--- config.mk ---
export PLATFORM = sky130hd
export DESIGN_NAME = alu_share_arbiter
export DESIGN_NICKNAME = d
export VERILOG_FILES = /design/src/rtl/alu_share_arbiter_pkg.sv /design/src/rtl/alu_share_arbiter_resp_fifo.sv /design/src/rtl/alu_share_arbiter.sv
export SDC_FILE = /design/constraint.sdc
export NUM_CORES = 1
export LEC_CHECK = 0
export CAP_MARGIN = 20
export CORE_ASPECT_RATIO = 1.2
export CORE_UTILIZATION = 40
export CTS_CLUSTER_SIZE = 12
export DETAILED_ROUTE_END_ITERATION = 16
export GPL_ROUTABILITY_DRIVEN = 1
export HOLD_SLACK_MARGIN = 0.02
export PLACE_DENSITY = 0.81
export SYNTH_ARGS = -nofsm -noshare
export SYNTH_HDL_FRONTEND = slang
export SYNTH_SLANG_ARGS = --single-unit
--- constraint.sdc ---
create_clock -name clk -period 7.2 [get_ports clk]
set_clock_uncertainty 0.15 [all_clocks]
set_input_delay 1.08 -clock clk [delete_from_list [all_inputs] [get_ports clk]]
set_output_delay 1.08 -clock clk [all_outputs]
set_load 0.05 [all_outputs]
--- src/rtl/alu_share_arbiter_pkg.sv ---
// Shared definitions for the ALU share arbiter: ALU op encodings,
// requester ids and response entry layout helpers.
package alu_share_arbiter_pkg;

   // ALU operation encodings; ALU_XXX marks an illegal/unsupported op
   localparam logic [3:0] ALU_ADD   = 4'h0;
   localparam logic [3:0] ALU_SUB   = 4'h1;
   localparam logic [3:0] ALU_AND   = 4'h2;
   localparam logic [3:0] ALU_OR    = 4'h3;
   localparam logic [3:0] ALU_XOR   = 4'h4;
   localparam logic [3:0] ALU_SLL   = 4'h5;
   localparam logic [3:0] ALU_SRL   = 4'h6;
   localparam logic [3:0] ALU_SRA   = 4'h7;
   localparam logic [3:0] ALU_SLT   = 4'h8;
   localparam logic [3:0] ALU_SLTU  = 4'h9;
   localparam logic [3:0] ALU_COPYB = 4'hA;
   localparam logic [3:0] ALU_XXX   = 4'hF;

   // Requester identifiers carried back with each response
   localparam logic ARB_ID_REQ0 = 1'b0;
   localparam logic ARB_ID_REQ1 = 1'b1;

   // Response entry side-band widths (id and error flag)
   localparam int RESP_ID_W  = 1;
   localparam int RESP_ERR_W = 1;

   // Total stored entry width: {data, id, tag, err}
   function automatic int resp_entry_w(input int xlen, input int tag_w);
      return xlen + tag_w + RESP_ID_W + RESP_ERR_W;
   endfunction

   // True when the op cannot be executed and must return an error response
   function automatic logic is_illegal_op(input logic [3:0] op);
      return (op == ALU_XXX);
   endfunction

endpackage

--- src/rtl/alu_share_arbiter_resp_fifo.sv ---
// Response FIFO for the ALU share arbiter: circular buffer with
// wrap-around head/tail pointers and an occupancy counter. A push and a
// pop in the same cycle leave the count unchanged.
module alu_resp_fifo
   import alu_share_arbiter_pkg::*;
#(
   parameter int DEPTH = 2,
   parameter int WIDTH = 38
) (
   input  logic             clk,
   input  logic             rst,
   input  logic             i_push,
   input  logic [WIDTH-1:0] i_data,
   output logic             o_full,
   output logic             o_valid,
   input  logic             i_ready,
   output logic [WIDTH-1:0] o_data
);

   localparam int PTR_W = (DEPTH > 1) ? $clog2(DEPTH) : 1;
   localparam int CNT_W = $clog2(DEPTH + 1);

   logic [WIDTH-1:0] r_mem [DEPTH];
   logic [PTR_W-1:0] r_head;
   logic [PTR_W-1:0] r_tail;
   logic [CNT_W-1:0] r_count;
   logic             w_pop;

   assign w_pop   = o_valid & i_ready;
   assign o_valid = (r_count != {CNT_W{1'b0}});
   assign o_full  = (r_count == CNT_W'(DEPTH));
   assign o_data  = r_mem[r_head];

   // Storage, pointers and occupancy; reset discards every in-flight entry
   always_ff @(posedge clk or posedge rst) begin
      if (rst) begin
         for (int i = 0; i < DEPTH; i++) begin
            r_mem[i] <= {WIDTH{1'b0}};
         end
         r_head  <= {PTR_W{1'b0}};
         r_tail  <= {PTR_W{1'b0}};
         r_count <= {CNT_W{1'b0}};
      end else begin
         if (i_push) begin
            r_mem[r_tail] <= i_data;
            r_tail        <= r_tail + PTR_W'(1);
         end
         if (w_pop) begin
            r_head <= r_head + PTR_W'(1);
         end
         case ({i_push, w_pop})
            2'b10:   r_count <= r_count + CNT_W'(1);
            2'b01:   r_count <= r_count - CNT_W'(1);
            default: r_count <= r_count;
         endcase
      end
   end

endmodule

--- src/rtl/alu_share_arbiter.sv ---
// Shares one combinational ALU between two valid/ready requesters and
// queues results in a small response FIFO. Contention is round-robin by
// default; defining ALU_ARB_FIXED_PRIO_EN makes req0 always win and
// removes the round-robin pointer.
module alu_share_arbiter
   import alu_share_arbiter_pkg::*;
#(
   parameter int XLEN       = 32,
   parameter int TAG_W      = 4,
   parameter int RESP_DEPTH = 2
) (
   input  logic             clk,
   input  logic             rst,
   input  logic             req0_valid,
   output logic             req0_ready,
   input  logic [3:0]       req0_op,
   input  logic [XLEN-1:0]  req0_a,
   input  logic [XLEN-1:0]  req0_b,
   input  logic [TAG_W-1:0] req0_tag,
   input  logic             req1_valid,
   output logic             req1_ready,
   input  logic [3:0]       req1_op,
   input  logic [XLEN-1:0]  req1_a,
   input  logic [XLEN-1:0]  req1_b,
   input  logic [TAG_W-1:0] req1_tag,
   output logic [3:0]       alu_op,
   output logic [XLEN-1:0]  alu_a,
   output logic [XLEN-1:0]  alu_b,
   input  logic [XLEN-1:0]  alu_result,
   output logic             resp_valid,
   input  logic             resp_ready,
   output logic [XLEN-1:0]  resp_data,
   output logic             resp_id,
   output logic [TAG_W-1:0] resp_tag,
   output logic             resp_err
);

   localparam int ENTRY_W = resp_entry_w(XLEN, TAG_W);

   logic               w_space;
   logic               w_fifo_full;
   logic               w_grant0;
   logic               w_grant1;
   logic               w_push;
   logic               w_err;
   logic [TAG_W-1:0]   w_tag;
   logic [ENTRY_W-1:0] w_entry;
   logic [ENTRY_W-1:0] w_head;

   // A pop in this cycle frees a slot for a new accept in the same cycle
   assign w_space = !w_fifo_full || (resp_valid && resp_ready);

`ifdef ALU_ARB_FIXED_PRIO_EN
   // Fixed priority: req0 wins any contention, req1 only when req0 is idle
   always_comb begin
      w_grant0 = 1'b0;
      w_grant1 = 1'b0;
      if (w_space) begin
         w_grant0 = req0_valid;
         w_grant1 = req1_valid && !req0_valid;
      end else begin
         w_grant0 = 1'b0;
         w_grant1 = 1'b0;
      end
   end
`else
   logic r_rr_ptr;

   // Round-robin: a lone requester always wins, contention goes to r_rr_ptr
   always_comb begin
      w_grant0 = 1'b0;
      w_grant1 = 1'b0;
      if (!w_space) begin
         w_grant0 = 1'b0;
         w_grant1 = 1'b0;
      end else if (req0_valid && req1_valid) begin
         w_grant0 = (r_rr_ptr == ARB_ID_REQ0);
         w_grant1 = (r_rr_ptr == ARB_ID_REQ1);
      end else begin
         w_grant0 = req0_valid;
         w_grant1 = req1_valid;
      end
   end

   // Pointer moves to the loser only after a contended grant
   always_ff @(posedge clk or posedge rst) begin
      if (rst) begin
         r_rr_ptr <= ARB_ID_REQ0;
      end else if (req0_valid && req1_valid && (w_grant0 || w_grant1)) begin
         r_rr_ptr <= w_grant0 ? ARB_ID_REQ1 : ARB_ID_REQ0;
      end else begin
         r_rr_ptr <= r_rr_ptr;
      end
   end
`endif

   assign req0_ready = w_grant0;
   assign req1_ready = w_grant1;
   assign w_push     = w_grant0 || w_grant1;

   // Steer the shared ALU; req0 drives it whenever req1 is not granted
   always_comb begin
      alu_op = req0_op;
      alu_a  = req0_a;
      alu_b  = req0_b;
      w_tag  = req0_tag;
      if (w_grant1) begin
         alu_op = req1_op;
         alu_a  = req1_a;
         alu_b  = req1_b;
         w_tag  = req1_tag;
      end else begin
         alu_op = req0_op;
         alu_a  = req0_a;
         alu_b  = req0_b;
         w_tag  = req0_tag;
      end
   end

   // Illegal ops are stored with zero data and the error flag set
   assign w_err   = is_illegal_op(alu_op);
   assign w_entry = {(w_err ? {XLEN{1'b0}} : alu_result),
                     (w_grant1 ? ARB_ID_REQ1 : ARB_ID_REQ0),
                     w_tag,
                     w_err};

   alu_resp_fifo #(
      .DEPTH (RESP_DEPTH),
      .WIDTH (ENTRY_W)
   ) u_resp_fifo (
      .clk     (clk),
      .rst     (rst),
      .i_push  (w_push),
      .i_data  (w_entry),
      .o_full  (w_fifo_full),
      .o_valid (resp_valid),
      .i_ready (resp_ready),
      .o_data  (w_head)
   );

   assign resp_data = w_head[ENTRY_W-1:TAG_W+2];
   assign resp_id   = w_head[TAG_W+1];
   assign resp_tag  = w_head[TAG_W:1];
   assign resp_err  = w_head[0];

endmodule

==> flow_summary.yaml <==
run_status:
  outcome: "completed"
clock_network:
  clockBufferDepth: 2
  cts.clk_slew.worst_paths_ns: 0.06
  postCtsSetupRepairBufs: 0
  postCtsHoldBufs: 0
  root_buffer: "clkbuf_16"
  cts_tree: "yes"
  clkLatencyLatePin_ns: 0.34
  cts_htree_levels: 3
  cts_made_buffers: 9
  clock-sinks: 81
  postCtsResizedCells: 0
critical_path:
  crit_required_ns: 5.97
  end_kind: "output pin"
  cpMaxStageDelayCell: "clkdlybuf4s50_1"
  r2r_slack_ns: 4.37
  path_buf_inv: 3
  cp_top_family: "buffers and inverters"
  critPathKind: "in -> out"
  crit_path_start_kind: "primary input"
  reg2reg_to: "u_resp_fifo.r_mem[69]"
  path_common_cell: "clkdlybuf4s50_1"
  r2r_cells: 5
  cp_data_arrival_time_ns: 4.17
  max_stage_delay_ns: 0.81
  path_cells: "clkdlybuf4s50_1 -> nand3_2 -> buf_4 -> mux2_2 -> clkdlybuf4s50_1"
  worstPathMaxFanout: 46
  rr_startpoint: "u_resp_fifo.r_count[0]"
synth:
  synth_cell_types: 34
  ys_ff_latch: 81
  syn_area_um2: 5370
  synthTopCellsByArea: "dfrtp_1 38%, mux2_2 19%, o41ai_2 9.7%"
  syn_avg_cell_area_um2: 10.7
  ys_warn_count: 0
  synth_edf_count: 0
  yosysTopAreaCellShare_pct: 37.8
  synthAdderAreaFrac_pct: 0.233
  syn_inst: 504
  seq_area_frac_synth_pct: 37.8
  synth_compound_area_share_pct: 25.0
  async_reset_ff_share_pct: 100
  synth.area.mux_share_pct: 19.3
  synth_ff_type: "dfrtp_1"
  yosysTopAreaCell: "dfrtp_1"
  syn-num-nets: 686
  synth_top_family_by_area: "compound AO/OA/AOI/OAI gates"
  yosys.area_share.simple_pct: 7.53
  synthXorXnorAreaFrac_pct: 0.816
global_route:
  grt_start_max_net_pins: 82
  overflow: 0
  antenna_found_initial: 4
  grt_pass1_wl_um: 33000
  grt_use_total_pct: 32.3
  grt_pass1_vias: 5530
min_path:
  hold_path_class: "reg -> reg"
  hold_depth: 1
  min_to: "u_resp_fifo.r_mem[5]"
  worstHoldStart: "u_resp_fifo.r_mem[5]"
detailed_routing:
  wl_per_cell_um: 24.1
  final_antenna_net_count: 0
  avgViaCountPerCell: 5.87
  routed-via-count: 5462
  post-route-drc-count: 0
  dr.first_iter.drc_count: 352
  first_pass_iters: 4
  drt-total-wl_um: 22400
floorplan:
  die_x_um: 108
  ios: 290
  start_util_pct: 40.7
  dieArea_um2: 13900
  coreArea_um2: 13200
  fp-row-count: 46
  die_y_um: 129
timing:
  rsz0062_at_grt: "false"
  fin_crit_ns: 5.40
  worstMarginPinSlew_ns: 1.10
  fin_crit_sh_pct: 75.0
  worst_slack_ns: 1.80
  fmax_mhz: 185
  setup_tns_ns: 0
  slew_headroom_pct: 26.8
  setup_viol: 0
  final_hold_viol_count: 0
  maxSlewViolCount: 0
finish:
  syn2layout_area_growth_pct: 59.9
  nNetsFinal: 935
  fill_cells: 1050
  drive_above_1_share_pct: 21.5
  finish.utilization_pct: 65.1
place:
  routabilityCongestion: 0.947
  pre_cts_ws_ns: 1.82
  place.port_buffers: 289
  place_hpwl_um: 16600
job:
  drv_cap: 0
pwr:
  ir_drop_uv: 331
  cellLeakagePower_nw: 3.51
  powerDensity_nw_per_um2: 433
## Yosys cell counts (3+ instances only)
cell,n
mux2_2,92
dfrtp_1,81
inv_1,50
o31ai_1,41
nand4_1,33
o41ai_2,32
clkbuf_1,30
o32ai_1,28
a31oi_1,20
buf_2,17
nand2_1,17
o21ai_0,15
buf_1,7
buf_6,7
o41ai_1,4
xnor2_1,3
## power by group
part / switching, W / internal, W / total [W] / leakage (nW)
combinational: 0.00149 / 0.000919 / 0.00241 / 2.38
sequential: 0.000165 / 0.000679 / 0.000844 / 0.988
clock: 0.000185 / 0.000277 / 0.000462 / 0.142
## worst register-to-register path, cell delays in order (launching register included)
cell	delay, ns
dfrtp_1	0.44
nor3b_2	0.21
buf_4	0.46
o31a_2	0.56
buf_4	0.64
o32ai_1	0.21
## registers in the layout (all words and copies together), names as in the netlist
register / flops
u_resp_fifo.r_count: 2
r_rr_ptr: 1
u_resp_fifo.r_head: 1
u_resp_fifo.r_mem: 76
u_resp_fifo.r_tail: 1
## worst max path at each step
| stage | startpoint | end | slack [ns] | cells after the start |
|---|---|---|---|---|
| after floorplan | resp_ready | req0_ready | 3.37 | 6 |
| after global placement | req1_valid | alu_a[21] | 1.91 | 5 |
| after detailed placement | req1_valid | alu_b[13] | 1.82 | 5 |
| after CTS | req1_valid | alu_a[15] | 1.82 | 5 |
| after global routing | req1_valid | alu_a[15] | 1.60 | 5 |
| final | req1_valid | alu_a[15] | 1.80 | 5 |
## logic make-up (layout without fill, tap and decap cells)
kind of cell,Yosys count,count (layout)
multiplexers,92,92
buffers and inverters,113,367
flip-flops,81,81
adder cells (fa/ha/maj),1,1
AO/OA/AOI/OAI,144,144
other,0,5
XOR/XNOR,5,5
AND/OR/NAND/NOR,68,68
## per-layer routing
layer / GRT usage [%] / share of wire (%) / up-vias
met4: 13.3 / 3.4 / 2
met1: 37.9 / 38 / 2718
met2: 55.6 / 51 / 271
li1: - / - / 2441
met5: 0 / 0.080 / -
met3: 8.51 / 7.7 / 30
## layout make-up
cell class                 instances  area [um2]  area share, %
sequential                        81        2030           23.6
multi-input combinational        310        2850           33.1
timing repair buffer             301        3000           35.0
tap                              168         210           2.45
clock inverter                     5        55.1          0.641
antenna                            5        12.5          0.146
clock buffer                      11         243           2.83
inverter                          50         189           2.20
## cells in the final DEF (no fill, tap or decap), types with 3 or more instances in the layout
master           count
nand2_1             17
o41ai_1              4
o32ai_1             28
o31ai_1             41
diode_2              5
o21ai_0             15
clkdlybuf4s50_1    289
a31oi_1             20
xnor2_1              3
dfrtp_1             80
mux2_2              92
nand4_1             33
clkinv_2             3
o41ai_2             32
buf_4               11
inv_1               49
clkbuf_16            9
## metrics by stage
stage | cell area [um2] | power (W) | hold slack [ns] | instances
after floorplan | 5370 | 0.00248 | 0.309 | 504
after global placement | 8250 | 0.00319 | 0.324 | 909
after detailed placement | 8250 | 0.00324 | 0.333 | 909
after CTS | 8550 | 0.00372 | 0.349 | 925
after global routing | 8580 | 0.00388 | 0.363 | 930
final | 8590 | 0.00372 | 0.350 | 931
(Power assumes the default switching activity.)
